<file path="src/rtl/modred_rr_sched.sv">
// Round-robin front end that shares one serial Barrett reduction engine among NUM_REQ requesters.
// It accepts one job at a time, starts the engine, and returns a tagged response or a watchdog error.
module modred_rr_sched #(
  parameter int NUM_REQ        = 4,
  parameter int DATA_LENGTH    = 64,
  parameter int ID_W           = 2,
  parameter int TIMEOUT_CYCLES = 255
) (
  input  logic                           clk_i,
  input  logic                           rst_ni,
  input  logic                           cfg_we_i,
  input  logic [DATA_LENGTH-1:0]         cfg_q_i,
  input  logic [DATA_LENGTH-1:0]         cfg_q_bl_i,
  input  logic [DATA_LENGTH-1:0]         cfg_mu_i,
  output logic                           cfg_busy_o,
  input  logic [NUM_REQ-1:0]             req_valid_i,
  output logic [NUM_REQ-1:0]             req_ready_o,
  input  logic [NUM_REQ*DATA_LENGTH-1:0] req_x_i,
  output logic                           eng_start_o,
  output logic [DATA_LENGTH-1:0]         eng_x_o,
  output logic [DATA_LENGTH-1:0]         eng_q_o,
  output logic [DATA_LENGTH-1:0]         eng_q_bl_o,
  output logic [DATA_LENGTH-1:0]         eng_mu_o,
  input  logic [DATA_LENGTH-1:0]         eng_result_i,
  input  logic                           eng_valid_i,
  output logic                           rsp_valid_o,
  input  logic                           rsp_ready_i,
  output logic [ID_W-1:0]                rsp_id_o,
  output logic [DATA_LENGTH-1:0]         rsp_data_o,
  output logic                           rsp_err_o
);

  localparam int WD_W = $clog2(TIMEOUT_CYCLES + 1);

  typedef enum logic [1:0] {
    S_IDLE  = 2'd0,
    S_ISSUE = 2'd1,
    S_WAIT  = 2'd2,
    S_RESP  = 2'd3
  } state_t;

  state_t                 r_state;
  state_t                 w_state_nxt;
  logic [ID_W-1:0]        r_rr_ptr;
  logic [ID_W-1:0]        r_tag;
  logic [DATA_LENGTH-1:0] r_cfg_q;
  logic [DATA_LENGTH-1:0] r_cfg_q_bl;
  logic [DATA_LENGTH-1:0] r_cfg_mu;
  logic [DATA_LENGTH-1:0] r_eng_x;
  logic [DATA_LENGTH-1:0] r_eng_q;
  logic [DATA_LENGTH-1:0] r_eng_q_bl;
  logic [DATA_LENGTH-1:0] r_eng_mu;
  logic [DATA_LENGTH-1:0] r_rsp_data;
  logic                   r_rsp_err;
  logic [WD_W-1:0]        r_wdog;

  logic [ID_W-1:0]        w_grant;
  logic                   w_grant_vld;
  int                     w_best;
  logic [DATA_LENGTH-1:0] w_x_sel;
  logic                   w_hs;
  logic                   w_timeout;

  // Distance of requester i from the slot right after the last winner (0 = highest priority).
  function automatic int rr_dist(input int i, input logic [ID_W-1:0] ptr);
    return (i + NUM_REQ - 1 - int'(ptr)) % NUM_REQ;
  endfunction

  always_comb begin
    w_grant     = '0;
    w_grant_vld = 1'b0;
    w_best      = NUM_REQ;
    for (int i = 0; i < NUM_REQ; i++) begin
      if (req_valid_i[i] && (rr_dist(i, r_rr_ptr) < w_best)) begin
        w_best      = rr_dist(i, r_rr_ptr);
        w_grant     = ID_W'(i);
        w_grant_vld = 1'b1;
      end
    end
  end

  always_comb begin
    w_x_sel = '0;
    for (int i = 0; i < NUM_REQ; i++) begin
      if (ID_W'(i) == w_grant) begin
        w_x_sel = req_x_i[i*DATA_LENGTH +: DATA_LENGTH];
      end
    end
  end

  assign w_hs      = (r_state == S_IDLE) && w_grant_vld && rst_ni;
  assign w_timeout = ((r_wdog + WD_W'(1)) == WD_W'(TIMEOUT_CYCLES));

  // Ready is gated by reset so no grant is visible while the block is held in reset.
  always_comb begin
    req_ready_o = '0;
    if (w_hs) begin
      req_ready_o[w_grant] = 1'b1;
    end
  end

  always_comb begin
    w_state_nxt = r_state;
    case (r_state)
      S_IDLE:  if (w_hs) w_state_nxt = S_ISSUE;
      S_ISSUE: w_state_nxt = S_WAIT;
      S_WAIT:  if (eng_valid_i || w_timeout) w_state_nxt = S_RESP;
      S_RESP:  if (rsp_ready_i) w_state_nxt = S_IDLE;
      default: w_state_nxt = S_IDLE;
    endcase
  end

  always_ff @(posedge clk_i or negedge rst_ni) begin
    if (!rst_ni) begin
      r_state    <= S_IDLE;
      r_rr_ptr   <= ID_W'(NUM_REQ - 1);
      r_tag      <= '0;
      r_cfg_q    <= '0;
      r_cfg_q_bl <= '0;
      r_cfg_mu   <= '0;
      r_eng_x    <= '0;
      r_eng_q    <= '0;
      r_eng_q_bl <= '0;
      r_eng_mu   <= '0;
      r_rsp_data <= '0;
      r_rsp_err  <= 1'b0;
      r_wdog     <= '0;
    end else begin
      r_state <= w_state_nxt;
      // A job accepted in the same cycle as a config write still sees the old values.
      if ((r_state == S_IDLE) && cfg_we_i) begin
        r_cfg_q    <= cfg_q_i;
        r_cfg_q_bl <= cfg_q_bl_i;
        r_cfg_mu   <= cfg_mu_i;
      end
      case (r_state)
        S_IDLE: begin
          if (w_hs) begin
            r_eng_x    <= w_x_sel;
            r_tag      <= w_grant;
            r_rr_ptr   <= w_grant;
            r_eng_q    <= r_cfg_q;
            r_eng_q_bl <= r_cfg_q_bl;
            r_eng_mu   <= r_cfg_mu;
          end
        end
        S_ISSUE: r_wdog <= '0;
        S_WAIT: begin
          r_wdog <= r_wdog + WD_W'(1);
          if (eng_valid_i) begin
            r_rsp_data <= eng_result_i;
            r_rsp_err  <= 1'b0;
          end else if (w_timeout) begin
            r_rsp_data <= '0;
            r_rsp_err  <= 1'b1;
          end
        end
        default: ;
      endcase
    end
  end

  assign cfg_busy_o  = (r_state != S_IDLE);
  assign eng_start_o = (r_state == S_ISSUE);
  assign rsp_valid_o = (r_state == S_RESP);
  assign eng_x_o     = r_eng_x;
  assign eng_q_o     = r_eng_q;
  assign eng_q_bl_o  = r_eng_q_bl;
  assign eng_mu_o    = r_eng_mu;
  assign rsp_id_o    = r_tag;
  assign rsp_data_o  = r_rsp_data;
  assign rsp_err_o   = r_rsp_err;

endmodule

</file>
<file path="config.mk">
export PLATFORM = sky130hd
export DESIGN_NAME = modred_rr_sched
export DESIGN_NICKNAME = d
export VERILOG_FILES = /design/src/rtl/modred_rr_sched.sv
export SDC_FILE = /design/constraint.sdc
export NUM_CORES = 1
export LEC_CHECK = 0
export ABC_CLOCK_PERIOD_IN_PS = 8700
export CAP_MARGIN = 0
export CORE_AREA = 3 3 328 330
export CTS_BUF_LIST = sky130_fd_sc_hd__clkbuf_8 sky130_fd_sc_hd__clkbuf_16
export CTS_CLUSTER_SIZE = 24
export DETAILED_ROUTE_END_ITERATION = 12
export DIE_AREA = 0 0 331 333
export GPL_TIMING_DRIVEN = 1
export HOLD_SLACK_MARGIN = 0.03
export SYNTH_ARGS = -nofsm -noshare
export SYNTH_HDL_FRONTEND = slang
export SYNTH_SLANG_ARGS = --single-unit
</file>
<file path="constraint.sdc">
create_clock -name clk_i -period 8.7 [get_ports clk_i]
set_input_delay 2.175 -clock clk_i [delete_from_list [all_inputs] [get_ports clk_i]]
set_output_delay 2.175 -clock clk_i [all_outputs]
set_load 0.005 [all_outputs]
</file>
==> flow_summary.json <==
{
  "outcome": "complete, no violations",
  "rr_endpoint": "eng_x_o[1]$_DFFE_PN0P_",
  "fin_worst_skew_ns": 0.0323,
  "hold_depth": 2,
  "use_met3_pct": 4.77,
  "grt_busiest_layer": "met2",
  "ys_ff_latch": 527,
  "wl_per_cell_um": 19.0,
  "synth_cell_type_count": 43,
  "yosys.area.top_type": "dfrtp_1",
  "htreeDepth": 3,
  "grt_pass1_wl_um": 124000,
  "clk_pin_slew_ns": 0.06,
  "end_kind": "output pin",
  "hold_class": "reg2reg",
  "hold_viol_final": 0,
  "avgViaCountPerCell": 4.33,
  "dr_total_vias": 19000,
  "required_ns": 6.53,
  "worstHoldEndpoint": "eng_q_o[16]$_DFFE_PN0P_",
  "fin_tns_setup_ns": 0,
  "ys_async_sr_fraction_pct": 100,
  "yosysWarnings": 0,
  "worst_pin_slew_ns": 1.21,
  "drt_iter0_markers": 1154,
  "ant_nets": 0,
  "synth_flop_cell": "dfrtp_1",
  "r2r-start": "r_rr_ptr[0]$_DFFE_PN1P_",
  "grt_antenna_before_repair": 9,
  "top_level_ports": 851,
  "rows": 119,
  "fmaxAchievable_mhz": 119,
  "die_y_um": 333,
  "worstSetupPathType": "in2out",
  "drt_wl_total_um": 83500,
  "io_buffers": 850,
  "post-route-period-util_pct": 96.3,
  "ctsResizeCount": 0,
  "nets": 3474,
  "power_density_nw_per_um2": 345,
  "initial_core_util_pct": 21.0,
  "use_met2_pct": 24.7,
  "critPathLaunchType": "input pin",
  "worstSkewPairLatency_ns": 0.63,
  "synthCells": 2135,
  "synth_nets": 2666,
  "place.gp.congestion": 0.929,
  "clockBufferDepth": 3,
  "cts_inserted_buffers": 66,
  "cts_tree": "yes",
  "cts_sinks": 527,
  "synth_area_leaders": "dfrtp_1 60%, nand2_1 11%, mux2_2 9.8%, a21oi_1 2.8%, a221o_1 2.6%",
  "p_leak_nw": 15.4,
  "post_cts_buffers": 0,
  "crit_start": "req_valid_i[0]",
  "dpl.hpwl_um": 58900,
  "setup_slack_ns": 0.325,
  "worstPathArrival_ns": 6.20,
  "gr-usage-met1_pct": 17.2,
  "preCtsSetupSlack_ns": 0.347,
  "final_common_cell": "clkdlybuf4s50_1",
  "die-area_um2": 110000,
  "dr.pass1.iters": 4,
  "grt-ovfl-total": 0,
  "fp.dieW_um": 331,
  "grt_max_degree": 169,
  "max_slew_margin_pct": 19.2,
  "syn2layout_area_growth_pct": 55.4,
  "maxSlewViolCount": 0,
  "avgSynthCellArea_um2": 10.3,
  "reg2reg_slack_ns": 3.57,
  "final_cell_mix": "849 x clkdlybuf4s50_1, 659 x nand2_1, 525 x dfrtp_1",
  "setup_violations": 0,
  "syn_area_um2": 22000,
  "fin_crit_ns": 8.38,
  "worst-path-max-fanout": 8,
  "cap_violations": 0,
  "track_usage_pct": 14.6,
  "rsz0062_at_grt": "no",
  "yosys.area.top_type_share_pct": 59.6,
  "postCtsHoldBufs": 0,
  "yosysSeqAreaShare_pct": 59.8,
  "drc": 0,
  "clockRootBuffer": "clkbuf_16",
  "synth_edf_count": 0,
  "holdCritStartpoint": "r_cfg_q[16]$_DFFE_PN0P_",
  "drive_gt1_share_pct": 11.2,
  "reg2regPathDepth": 18,
  "ir_drop_uv": 321,
  "grt_pass1_vias": 19300,
  "coreArea_um2": 105000
}
## worst max-delay path by stage
stage | slack (ns) | depth (start not counted) | end
floorplan | 0.79 | 22 | req_ready_o[1]
global placement | 0.29 | 19 | req_ready_o[0]
detailed placement | 0.35 | 18 | req_ready_o[0]
CTS | 0.32 | 19 | req_ready_o[0]
global route | 0.04 | 19 | req_ready_o[0]
finish | 0.32 | 19 | req_ready_o[0]
## metal layers
layer  routed length [µm]  vias up
met2                41000      629
li1                     -     8807
met3                 7280      110
met4                 2390        6
met5                   41        -
met1                32800     9432
## per-stage QoR
| step | util, % | instances | area (µm²) | hold WS [ns] | power (W) |
|---|---|---|---|---|---|
| finish | 32.6 | 4389 | 34300 | 0.436 | 0.0118 |
| global placement | 30.5 | 4266 | 32100 | 0.439 | 0.00909 |
| detailed placement | 30.5 | 4266 | 32100 | 0.443 | 0.00917 |
| CTS | 32.6 | 4382 | 34200 | 0.437 | 0.0120 |
| floorplan | - | 2135 | 22000 | 0.433 | 0.00655 |
| global route | 32.6 | 4386 | 34200 | 0.467 | 0.0127 |
## critical path: stages
cell	delay [ns]
clkdlybuf4s50_1	0.59
nand2b_1	0.11
ha_1	0.30
a21oi_1	0.17
o21a_2	0.19
nor2_1	0.05
a21oi_1	0.21
ha_1	0.28
o22ai_1	0.19
a22o_2	0.28
nand2_1	0.07
o21a_1	0.10
ha_1	0.29
a21oi_1	0.07
o21a_1	0.20
o21ai_1	0.11
nand3_1	0.16
nor2_1	0.11
clkdlybuf4s50_1	0.53
## final cells by class
cell class | instances | area, µm²
sequential | 527 | 13200
fill | 10800 | 70900
antenna | 7 | 17.5
clock buffer | 79 | 1830
timing repair buffer | 880 | 8780
multi-input combinational | 1392 | 8060
tap | 1391 | 1740
clock inverter | 37 | 355
inverter | 76 | 285
## cell families (layout without fill, tap and decap cells)
kind of cell,after synthesis,in the layout,synth area share (%)
multiplexers,196,196,9.99
flip-flops,527,527,59.8
AND/OR/NAND/NOR,833,833,15.2
AO/OA/AOI/OAI,351,351,10.4
adder cells (fa/ha/maj),10,10,0.568
other,0,7,0
XOR/XNOR,2,2,0.0795
buffers and inverters,216,1072,3.90
## report_power, final
part           switching (W)  internal (W)  leakage (nW)
sequential          0.000642       0.00362          6.37
clock                0.00113       0.00160          1.13
combinational        0.00226       0.00257          7.94
total                0.00403       0.00779          15.4
## flip-flops by register name (all words and copies together) (netlist names), 8 cells and up
name / cells
rsp_data_o: 64
r_cfg_q: 64
eng_x_o: 64
eng_q_bl_o: 64
r_cfg_q_bl: 64
r_cfg_mu: 64
r_wdog: 8
eng_mu_o: 64
eng_q_o: 64
## cell usage after synthesis, drive strengths merged, types with 22 or more instances
cell / count
a21oi: 123
dfrtp: 525
inv: 75
a22oi: 65
nand2: 660
a221o: 57
nor2: 77
and3: 65
o21ai: 72
mux2: 192
buf: 22
clkbuf: 118
No activity file was read; power rests on OpenSTA's default activity.
